File: src/rtl/vickrey_auction_seq.sv
// rtl/vickrey_auction_seq.sv - streaming second-price (Vickrey) auction engine
// Accepts 2**N serial bids over valid/ready, then presents winner, highest and price.
module vickrey_auction_seq #(
    parameter int N = 2,
    parameter int W = 2
) (
    input  logic         clk,
    input  logic         rst,
    input  logic         bid_valid,
    input  logic [W-1:0] bid,
    output logic         bid_ready,
    output logic         result_valid,
    input  logic         result_ready,
    output logic [N-1:0] winner,
    output logic [W-1:0] highest,
    output logic [W-1:0] price
);

    typedef enum logic {
        COLLECT = 1'b0,
        RESULT  = 1'b1
    } state_t;

    localparam logic [N-1:0] LAST = '1;
    localparam logic [N-1:0] ONE  = N'(1);

    state_t       state, state_nxt;
    logic [N-1:0] cnt, cnt_nxt;
    logic [N-1:0] win, win_nxt;
    logic [W-1:0] hi, hi_nxt;
    logic [W-1:0] sec, sec_nxt;

    always_ff @(posedge clk) begin
        if (rst) begin
            state <= COLLECT;
            cnt   <= '0;
            win   <= '0;
            hi    <= '0;
            sec   <= '0;
        end else begin
            state <= state_nxt;
            cnt   <= cnt_nxt;
            win   <= win_nxt;
            hi    <= hi_nxt;
            sec   <= sec_nxt;
        end
    end

    // Handshake outputs are forced low during reset so neither side sees a transfer.
    always_comb begin
        state_nxt    = state;
        cnt_nxt      = cnt;
        win_nxt      = win;
        hi_nxt       = hi;
        sec_nxt      = sec;
        bid_ready    = 1'b0;
        result_valid = 1'b0;
        case (state)
            COLLECT: begin
                bid_ready = !rst;
                if (bid_valid) begin
                    // Strict compares: earliest index keeps the win on ties.
                    if (bid > hi) begin
                        sec_nxt = hi;
                        hi_nxt  = bid;
                        win_nxt = cnt;
                    end else if (bid > sec) begin
                        sec_nxt = bid;
                    end
                    cnt_nxt = cnt + ONE;
                    if (cnt == LAST) begin
                        state_nxt = RESULT;
                    end
                end
            end
            RESULT: begin
                result_valid = !rst;
                if (result_ready) begin
                    state_nxt = COLLECT;
                    win_nxt   = '0;
                    hi_nxt    = '0;
                    sec_nxt   = '0;
                end
            end
            default: state_nxt = COLLECT;
        endcase
    end

    assign winner  = win;
    assign highest = hi;
    assign price   = sec;

endmodule

File: config.mk
export PLATFORM = sky130hd
export DESIGN_NAME = vickrey_auction_seq
export DESIGN_NICKNAME = d
export VERILOG_FILES = /design/src/rtl/vickrey_auction_seq.sv
export SDC_FILE = /design/constraint.sdc
export NUM_CORES = 1
export LEC_CHECK = 0
export ABC_AREA = 1
export BUFFER_PORTS_ARGS = -buffer_cell sky130_fd_sc_hd__buf_4
export CAP_MARGIN = 25
export CELL_PAD_IN_SITES_DETAIL_PLACEMENT = 2
export CELL_PAD_IN_SITES_GLOBAL_PLACEMENT = 2
export CORE_MARGIN = 2
export CORE_UTILIZATION = 27
export DETAILED_ROUTE_END_ITERATION = 12
export GPL_TIMING_DRIVEN = 0
export HOLD_SLACK_MARGIN = 0.08
export PLACE_DENSITY = 0.75
export SYNTH_ARGS = -nofsm -noshare
export SYNTH_HDL_FRONTEND = slang
export SYNTH_SLANG_ARGS = --single-unit
File: constraint.sdc
create_clock -name clk -period 1.58 [get_ports clk]
set_clock_uncertainty 0.05 [all_clocks]
set_input_delay 0.237 -clock clk [delete_from_list [all_inputs] [get_ports clk]]
set_output_delay 0.237 -clock clk [all_outputs]
set_load 0.05 [all_outputs]
==> results of run 1 <==
-- through the flow --
stage               setup slack, ns  total power, mW  utilization (%)  cell area, sq um
floorplan                    0.0368            0.467                -               577
global placement             0.0737            0.534             35.4               701
detailed placement           0.0431            0.545             35.4               701
CTS                          0.0332            0.738             36.7               727
global route                 0.0110            0.808             38.6               764
finish                        0.117            0.747             38.6               764
-- metal layers --
layer | GRT usage, % | up-vias | wire, microns
met5 | 0 | - | 0
met4 | 9.72 | 0 | 47
met3 | 1.82 | 5 | 42
met2 | 22.1 | 12 | 775
met1 | 16.1 | 261 | 728
li1 | - | 286 | -
-- flip-flops by register name, summed over array words and instances (netlist names) --
signal / flops
cnt: 2
highest: 2
price: 2
winner: 2
state: 1
-- final timing paths --
check	startpoint	to	slack, ns	cells past startpoint
max	highest[1]	price[0]	0.12	9
min	rst	highest[1]	0.11	2
max reg2reg	highest[1]	price[0]	0.12	9
min reg2reg	winner[0]	winner[0]	0.42	2
-- critical path: cells and delay by family (launching register included) --
| family | cells | cell delay [ns] |
|---|---|---|
| simple gates | 7 | 0.65 |
| flops | 1 | 0.34 |
| fa+ha+maj | 1 | 0.27 |
| buf+inv | 1 | 0.07 |
-- cell usage in the layout (no fill, tap or decap), types with 3 or more instances in the layout --
cell / n
a21oi_2: 4
buf_4: 14
clkbuf_4: 3
dfxtp_1: 5
dfxtp_2: 4
ha_1: 5
inv_1: 11
inv_2: 3
nand2_1: 20
nand2_2: 5
nor2_1: 13
-- cells by family (layout without fill, tap and decap cells) --
kind of cell,Yosys count,in the layout
simple gates,44,44
buf+inv,15,33
flops,9,9
compound gates,7,7
fa+ha+maj,6,6
xor+xnor,1,1
-- cell type report --
type / count / area share, %
Buffer: 1 / 1.47
Clock buffer: 4 / 3.44
Inverter: 14 / 6.87
Multi-Input combinational cell: 58 / 45.8
Sequential cell: 9 / 24.2
Tap cell: 27 / 4.42
Timing Repair Buffer: 14 / 13.7
-- power breakdown --
part | total, mW | switching [mW] | internal [mW] | leakage [nW]
combinational | 0.287 | 0.186 | 0.101 | 0.297
sequential | 0.270 | 0.0182 | 0.252 | 0.0754
clock | 0.190 | 0.0921 | 0.0978 | 0.0150
total | 0.747 | 0.297 | 0.450 | 0.387
-- what timing repair did --
action                                  CTS  global route
resized for setup                         0             4
setup buffers                             0             2
endpoints found under the setup margin    0             5
==> flow_metrics.env, run 1 <==
export IMPL_status="complete, no violations"
export IMPL_htreeDepth=1
export IMPL_dr_first_iter_drc_count=3
export IMPL_synth_xor_xnor_area_share_pct=1.53
export IMPL_critPathMaxStageDelay_ns=0.34
export IMPL_initial_core_util_pct=28.9
export IMPL_synth_fp_nets=94
export IMPL_die_area_sq_um=2500
export IMPL_period_minus_slack_ns=1.46
export IMPL_wirelength_mm=1.59
export IMPL_synth_most_common_cell="nand2_1"
export IMPL_diodes=0
export IMPL_power_leakage_nw=0.387
export IMPL_synth_common_cells="nand2_1, nor2_1, inv_1"
export IMPL_hold_viol_final=0
export IMPL_critPathKind="flip-flop to flip-flop"
export IMPL_setup_viol=0
export IMPL_port_buffer_count=12
export IMPL_ir_worst_vdd_uv=487
export IMPL_multiInputGateArea_sq_um=350
export IMPL_synth_area_leaders="dfxtp_1, nand2_1, ha_1"
export IMPL_critPathLaunchType="flip-flop"
export IMPL_fin_setup_tns_ns=0
export IMPL_worst_ep_arrival_time_ns=1.58
export IMPL_drive_gt1_share_pct=38.0
export IMPL_die_w_microns=50.0
export IMPL_dp_cells=121
export IMPL_synth_fa_ha_area_share_pct=13.1
export IMPL_crit_slowest_cell="dfxtp_2"
export IMPL_cp_required_ns=1.70
export IMPL_synth_compound_area_share_pct=8.75
export IMPL_path_common_cell="nor2_1"
export IMPL_yosysTopAreaCellShare_pct=31.5
export IMPL_grt_pass1_wl_mm=2.49
export IMPL_yosys_area_top_type="dfxtp_1"
export IMPL_routedWlPerCell_microns=12.5
export IMPL_gp_congestion=0.676
export IMPL_core_sq_um=1980
export IMPL_path_cells="inv_1 > ha_4 > nand2_1 > nand2_2 > nand2_2 > nor2_4 > nor2_1 > nor2_1 > nor2_1"
export IMPL_ant_nets=0
export IMPL_synth_mux_area_share_pct=0
export IMPL_nets=113
export IMPL_hold_ws_ns=0.107
export IMPL_synth_area_sq_um=572
export IMPL_grt_pass1_vias=576
export IMPL_cts_tree="built"
export IMPL_synth_seq_cells=9
export IMPL_synth_distinct_cells=17
export IMPL_rsz0062_at_grt="no"
export IMPL_clockRootBuffer="clkbuf_4"
export IMPL_avgSynthCellArea_sq_um=6.97
export IMPL_cts_sinks=9
export IMPL_fin_cells=127
export IMPL_synth_warnings=0
export IMPL_synth_edf_count=0
export IMPL_fmax_mhz=684
export IMPL_vias=564
export IMPL_worstSetupEndpointType="flip-flop"
export IMPL_synth_simple_area_share_pct=33.9
export IMPL_cap_violations=0
export IMPL_clock_path_buffers=2
export IMPL_syn_inst=82
export IMPL_placementRows=16
export IMPL_fill_cells=231
export IMPL_antenna_found_initial=0
export IMPL_ctsHoldBuffers=0
export IMPL_finalCritPeriodShare_pct=92.6
export IMPL_hp_class="input port to flip-flop"
export IMPL_io_pins=14
export IMPL_clock_latency_ns=0.27
export IMPL_grt_ovfl_total=0
export IMPL_dp_hpwl_mm=1.19
export IMPL_drtPass1Iterations=4
export IMPL_seq_area_frac_synth_pct=31.5
export IMPL_vias_per_cell=4.44
export IMPL_track_usage_pct=13.6
export IMPL_grt_max_degree=9
export IMPL_slew_viol_final=0
export IMPL_drc=0
export IMPL_slew_headroom_pct=88.1
export IMPL_tightest_slew_ns=0.179
export IMPL_synthToLayoutAreaGrowth_pct=33.7
export IMPL_clkTransAtPathRegs_ns=0.07
export IMPL_critPathMaxFanout=5
export IMPL_async_flop_share_pct=0
export IMPL_synth_top_family_by_area="simple AND/OR/NAND/NOR gates"
export IMPL_seq_area_sq_um=185
export IMPL_fp_dieH_microns=50.0
export IMPL_synthFlopType="dfxtp_1"
export IMPL_numCtsBuffers=3
export IMPL_powerDensity_nw_per_um2=977
(Power assumes the default switching activity.)
==> run 2: changes to the inputs <==
--- a/config.mk
+++ b/config.mk
@@ -17,3 +17,3 @@
 export HOLD_SLACK_MARGIN = 0.08
-export PLACE_DENSITY = 0.75
+export PLACE_DENSITY_LB_ADDON = 0.1
 export SYNTH_ARGS = -nofsm -noshare
==> constraint.sdc (replaced) <==
create_clock -name clk -period 1.64 [get_ports clk]
set_clock_uncertainty 0.05 [all_clocks]
set_input_delay 0.328 -clock clk [delete_from_list [all_inputs] [get_ports clk]]
set_output_delay 0.328 -clock clk [all_outputs]
set_load 0.05 [all_outputs]
==> run 2 against run 1 <==
- worst setup slack better by 0.060 ns
- hold slack better by 0.097 ns
- largest power group is now registers
- global-route usage is 0.30 points higher
- sequential cell count stayed put
- maximum frequency hardly changed
- register-to-register slack better by 0.06 ns
- first-iteration DRC count is 67% lower
- non-clock buffer count is 2 lower
- critical path type unchanged
- die area stayed put
- power is 7.6% lower
- combinational power is 11% lower
==> flow_metrics.env, run 2 (same netlist as run 1, synthesis figures left out) <==
export IMPL_power_leakage_nw=0.374
export IMPL_cp_startpoint="highest[1]"
export IMPL_placementRows=16
export IMPL_postCtsSetupBuffers=0
export IMPL_grt_pass1_vias=554
export IMPL_tightest_slew_ns=0.179
export IMPL_fin_util_pct=36.8
export IMPL_cp_required_ns=1.75
export IMPL_timing_final_ws_setup_ns=0.177
export IMPL_clkTransAtPathRegs_ns=0.07
export IMPL_port_buffer_count=12
export IMPL_clock_power_share_pct=25.5
export IMPL_powerDensity_nw_per_um2=946
export IMPL_htreeDepth=1
export IMPL_min_to="highest[0]"
export IMPL_mostFrequentLayoutCell="nand2_1"
export IMPL_antenna_found_initial=0
export IMPL_clockRootBuffer="clkbuf_4"
export IMPL_vias=555
export IMPL_status="complete, no violations"
export IMPL_grt_ovfl_total=0
export IMPL_rsz0062_at_grt="no"
export IMPL_nets=111
export IMPL_dpl_worst_slack_ns=0.0348
export IMPL_worstReg2RegEnd="price[0]"
export IMPL_numCtsBuffers=3
export IMPL_finalInstanceArea_sq_um=729
export IMPL_critPathKind="flip-flop to flip-flop"
export IMPL_dr_first_iter_drc_count=1
export IMPL_vias_per_cell=4.44
export IMPL_initial_core_util_pct=28.9
export IMPL_worstSetupEndpointType="flip-flop"
export IMPL_swShare_pct=38.9
export IMPL_cap_violations=0
export IMPL_routedWlPerCell_microns=11.5
export IMPL_grt_pass1_wl_mm=2.55
export IMPL_clock_latency_ns=0.26
export IMPL_critPathLaunchType="flip-flop"
export IMPL_path_cells="inv_1 > ha_1 > nand2_1 > nand2_1 > nor2_4 > nor2_1 > nor2_1 > nor2_1"
export IMPL_drive_gt1_share_pct=31.6
export IMPL_fin_cells=125
export IMPL_pwr_share_comb_pct=36.9
export IMPL_ant_nets=0
export IMPL_fill_cells=236
export IMPL_critPathMaxFanout=5
export IMPL_slew_viol_final=0
export IMPL_slew_headroom_pct=88.1
export IMPL_synthToLayoutAreaGrowth_pct=27.6
export IMPL_period_minus_slack_ns=1.46
export IMPL_worst_ep_arrival_time_ns=1.57
export IMPL_drc=0
export IMPL_track_usage_pct=13.9
export IMPL_hold_path_depth=2
export IMPL_die_w_microns=50.0
export IMPL_dp_cells=121
export IMPL_hold_viol_final=0
export IMPL_fp_dieH_microns=50.0
export IMPL_io_pins=14
export IMPL_diodes=0
export IMPL_drtPass1Iterations=3
export IMPL_clock_path_buffers=2
export IMPL_fin_setup_tns_ns=0
export IMPL_cts_tree="built"
export IMPL_wirelength_mm=1.44
export IMPL_dpl_cell_area_sq_um=698
export IMPL_rrSetupSlack_ns=0.18
export IMPL_final_cell_mix="nand2_1, nor2_1, buf_4"
export IMPL_internal_power_uw=422
export IMPL_ctsHoldBuffers=0
export IMPL_critPathMaxStageDelay_ns=0.36
export IMPL_p_sw_uw=269
export IMPL_ctsResizeCount=0
export IMPL_ir_worst_vdd_uv=393
export IMPL_path_common_cell="nor2_1"
export IMPL_crit_slowest_cell="dfxtp_2"
export IMPL_hold_start="rst"
export IMPL_die_area_sq_um=2500
export IMPL_dp_hpwl_mm=1.18
export IMPL_finalCritPeriodShare_pct=89.2
export IMPL_grt_max_degree=9
export IMPL_cts_sinks=9
export IMPL_hp_class="input port to flip-flop"
export IMPL_gp_congestion=0.639
export IMPL_reg2reg_depth=8
export IMPL_p_seq_share_pct=37.6
export IMPL_r2r_start="highest[1]"
export IMPL_setup_viol=0
export IMPL_core_sq_um=1980
export IMPL_fmax_mhz=684
==> run 2: changes by cell type in the layout (fill, tap and decap cells not counted), moves of 2 or more <==
cell	before	now
buf_4	14	12
dfxtp_1	5	7
dfxtp_2	4	2
nand2_1	20	22
nand2_2	5	3
==> run 2: per-layer routing <==
| layer | up-vias | GRT usage, % | routed length, microns | part of all wire, % |
|---|---|---|---|---|
| li1 | 281 | - | - | - |
| met1 | 262 | 17.4 | 653 | 45 |
| met2 | 10 | 22.4 | 715 | 50 |
| met3 | 2 | 1.82 | 44 | 3.1 |
| met4 | 0 | 8.33 | 23 | 1.6 |
| met5 | - | 0 | 0 | 0 |
==> run 2: power groups by stage <==
stage / Sequential (mW) / Clock, mW / Combinational, mW
3_3_place_gp: 0.264 / 0 / 0.249
4_1_cts: 0.261 / 0.187 / 0.258
2_1_floorplan: 0.313 / 0 / 0.135
3_5_place_dp: 0.266 / 0 / 0.255
5_1_grt: 0.263 / 0.201 / 0.289
6_report: 0.259 / 0.176 / 0.255
==> run 2: worst max path at each step <==
stage,slack (ns),end,cells past startpoint
floorplan,0.007,price[0],10
global placement,0.06,price[0],8
detailed placement,0.03,price[0],8
CTS,0.12,price[0],8
global route,0.05,highest[1],7
finish,0.18,price[0],8
==> run 2: final cells by class <==
type                       instances  area (sq um)  area share (%)
multi-input combinational         58           333            45.6
sequential                         9           183            25.0
timing repair buffer              12          90.1            12.3
inverter                          14          52.6            7.20
tap                               27          33.8            4.63
clock buffer                       4          26.3            3.60
buffer                             1          11.3            1.54
==> run 2: stage by stage <==
step	hold WS (ns)	power, mW
CTS	0.201	0.706
global route	0.208	0.753
global placement	0.410	0.513
finish	0.204	0.690
floorplan	0.422	0.448
detailed placement	0.421	0.521
==> run 2: critical path, delay by kind of cell (launching register included) <==
kind                       cells  cell delay (ns)
and+or+nand+nor                6             0.63
DFF                            1             0.36
adders and majority gates      1             0.28
buffers and inverters          1             0.05
==> run 3: changes to the inputs <==
Settings changed: ABC_AREA 1 to not set, CORE_UTILIZATION 27 to 29, SKIP_CTS_REPAIR_TIMING set to 1.
Clock period 1.64 ns to 1.6 ns, I/O delays scaled along.
==> run 3 against run 2 <==
- non-clock buffer count grew 3
- critical path type unchanged
- highest routed layer unchanged
- routed wire length fell by 11%
- cell area rose by 0.86%
- maximum frequency fell by 5.7%
- cell count fell by 18%
- count of clock-buffer cells in the layout unchanged
==> flow_metrics.env, run 3 <==
export IMPL_status="complete, no violations"
export IMPL_antenna_found_initial=0
export IMPL_synth_distinct_cells=22
export IMPL_fin_setup_tns_ns=0
export IMPL_synth_most_common_cell="dfxtp_1"
export IMPL_hold_viol_final=0
export IMPL_swShare_pct=33.5
export IMPL_fin_cells=103
export IMPL_die_w_microns=47.5
export IMPL_period_minus_slack_ns=1.55
export IMPL_die_area_sq_um=2260
export IMPL_critPathMaxStageDelay_ns=0.36
export IMPL_syn_inst=60
export IMPL_grt_ovfl_total=0
export IMPL_synth_edf_count=0
export IMPL_critPathKind="flip-flop to flip-flop"
export IMPL_yosysTopAreaCellShare_pct=32.8
export IMPL_worst_ep_arrival_time_ns=1.66
export IMPL_clock_power_share_pct=28.7
export IMPL_vias=509
export IMPL_synth_fp_nets=72
export IMPL_crit_slowest_cell="dfxtp_4"
export IMPL_finalCritPeriodShare_pct=97.0
export IMPL_m1WireLength_microns=567
export IMPL_dpl_cell_area_sq_um=692
export IMPL_slew_headroom_pct=81.2
export IMPL_rsz0062_at_grt="yes"
export IMPL_setup_viol=0
export IMPL_track_usage_pct=13.7
export IMPL_grt_max_degree=11
export IMPL_critPathLaunchType="flip-flop"
export IMPL_clockRootBuffer="clkbuf_4"
export IMPL_ant_nets=0
export IMPL_fmax_mhz=645
export IMPL_met2_length_microns=655
export IMPL_clock_path_buffers=2
export IMPL_p_seq_share_pct=40.5
export IMPL_grt_pass1_vias=497
export IMPL_synthFlopType="dfxtp_1"
export IMPL_drive_gt1_share_pct=38.5
export IMPL_pwr_share_comb_pct=30.8
export IMPL_final_cell_mix="buf_4, nand2_1, dfxtp_1"
export IMPL_cap_violations=0
export IMPL_synth_area_leaders="dfxtp_1, ha_1, mux2i_1"
export IMPL_yosys_area_top_type="dfxtp_1"
export IMPL_dp_hpwl_microns=988
export IMPL_ir_worst_vdd_uv=391
export IMPL_cp_required_ns=1.70
export IMPL_diodes=0
export IMPL_htreeDepth=1
export IMPL_power_leakage_nw=0.318
export IMPL_path_cells="inv_4 > ha_4 > and2b_2 > o211ai_4 > mux2i_1 > nor2_1"
export IMPL_async_flop_share_pct=0
export IMPL_drtPass1Iterations=2
export IMPL_tightest_slew_ns=0.282
export IMPL_powerDensity_nw_per_um2=848
export IMPL_synth_warnings=0
export IMPL_hp_class="input port to flip-flop"
export IMPL_slew_viol_final=0
export IMPL_cts_tree="built"
export IMPL_internal_power_uw=415
export IMPL_nets=91
export IMPL_clkTransAtPathRegs_ns=0.06
export IMPL_cts_sinks=9
export IMPL_critPathMaxFanout=6
export IMPL_wirelength_mm=1.28
export IMPL_synth_seq_cells=9
export IMPL_finalInstanceArea_sq_um=736
export IMPL_grt_pass1_wl_mm=2.13
export IMPL_synth_area_sq_um=549
export IMPL_power_uw=624
export IMPL_seq_area_frac_synth_pct=32.8
export IMPL_dp_cells=97
export IMPL_vias_per_cell=4.94
export IMPL_gp_congestion=0.650
export IMPL_dr_first_iter_drc_count=3
export IMPL_fp_dieH_microns=47.5
export IMPL_worstSetupEndpointType="flip-flop"
export IMPL_drc=0
export IMPL_synthToLayoutAreaGrowth_pct=33.9
export IMPL_placementRows=15
export IMPL_synth_common_cells="dfxtp_1, nand2_1, ha_1"
export IMPL_port_buffer_count=12
export IMPL_io_pins=14
export IMPL_p_sw_uw=209
export IMPL_routedWlPerCell_microns=12.5
export IMPL_rrSetupSlack_ns=0.05
export IMPL_top_layer="met4"
export IMPL_avgSynthCellArea_sq_um=9.15
export IMPL_numCtsBuffers=3
export IMPL_core_sq_um=1750
export IMPL_initial_core_util_pct=31.5
export IMPL_mostFrequentLayoutCell="buf_4"
export IMPL_wl_met3_microns=37
export IMPL_clock_latency_ns=0.26
==> run 3: cell count changes after synthesis, sizes merged, moves of 2 or more <==
cell | before | now
nor2b | 0 | 2
o2111ai | 0 | 2
nand2 | 26 | 8
nor2 | 14 | 5
mux2i | 0 | 4
inv | 14 | 4
==> run 3: worst paths after layout <==
path	startpoint	to	depth (start not counted)
worst max-delay path	highest[1]	highest[1]	6
worst min-delay path	rst	highest[0]	2
worst max register to register	highest[1]	highest[1]	6
worst min register to register	winner[0]	winner[0]	2
==> run 3: metal layers <==
metal	vias to the layer above	global-route usage [%]
li1	248	-
met1	249	17.7
met2	8	21.9
met3	4	2.26
met4	0	6.67
met5	-	0
==> run 3: power groups by stage <==
stage | registers, mW | clock network (mW) | logic (mW)
3_3_place_gp | 0.257 | 0 | 0.181
6_report | 0.253 | 0.179 | 0.192
2_1_floorplan | 0.288 | 0 | 0.103
5_1_grt | 0.255 | 0.201 | 0.214
4_1_cts | 0.253 | 0.188 | 0.186
3_5_place_dp | 0.258 | 0 | 0.184
==> run 3: metrics by stage <==
step	hold slack (ns)	util, %	setup WS (ns)
4_1_cts	0.200	41.1	-0.00888
3_3_place_gp	0.410	39.6	-0.0673
2_1_floorplan	0.413	-	0.0175
3_5_place_dp	0.416	39.6	-0.0751
5_1_grt	0.209	42.2	-0.0384
6_report	0.201	42.2	0.0487
==> run 3: worst max-delay path: cells and delay by family (launching register included) <==
family	cells	cell delay (ns)
DFF	1	0.36
and+or+nand+nor	2	0.28
AOI/OAI and AO/OA	1	0.27
muxes	1	0.24
adders and majority gates	1	0.20
buffers and inverters	1	0.04
==> run 3: kinds of logic (layout without fill, tap and decap cells) <==
group                    after synthesis  count (layout)  synth area share [%]
AND/OR/NAND/NOR                       20              20                  16.9
AO/OA/AOI/OAI                         13              13                  18.9
flip-flops                             9               9                  32.8
adder cells (fa/ha/maj)                6               6                  13.7
buffers and inverters                  6              24                  6.83
multiplexers                           5               5                  9.34
XOR/XNOR                               1               1                  1.59
==> run 3: final cells by class <==
class | count | area (sq um)
multi-input combinational | 45 | 348
sequential | 9 | 185
timing repair buffer | 14 | 105
buffer | 2 | 22.5
clock buffer | 4 | 26.3
inverter | 4 | 17.5
fill | 201 | 1010
tap | 25 | 31.3
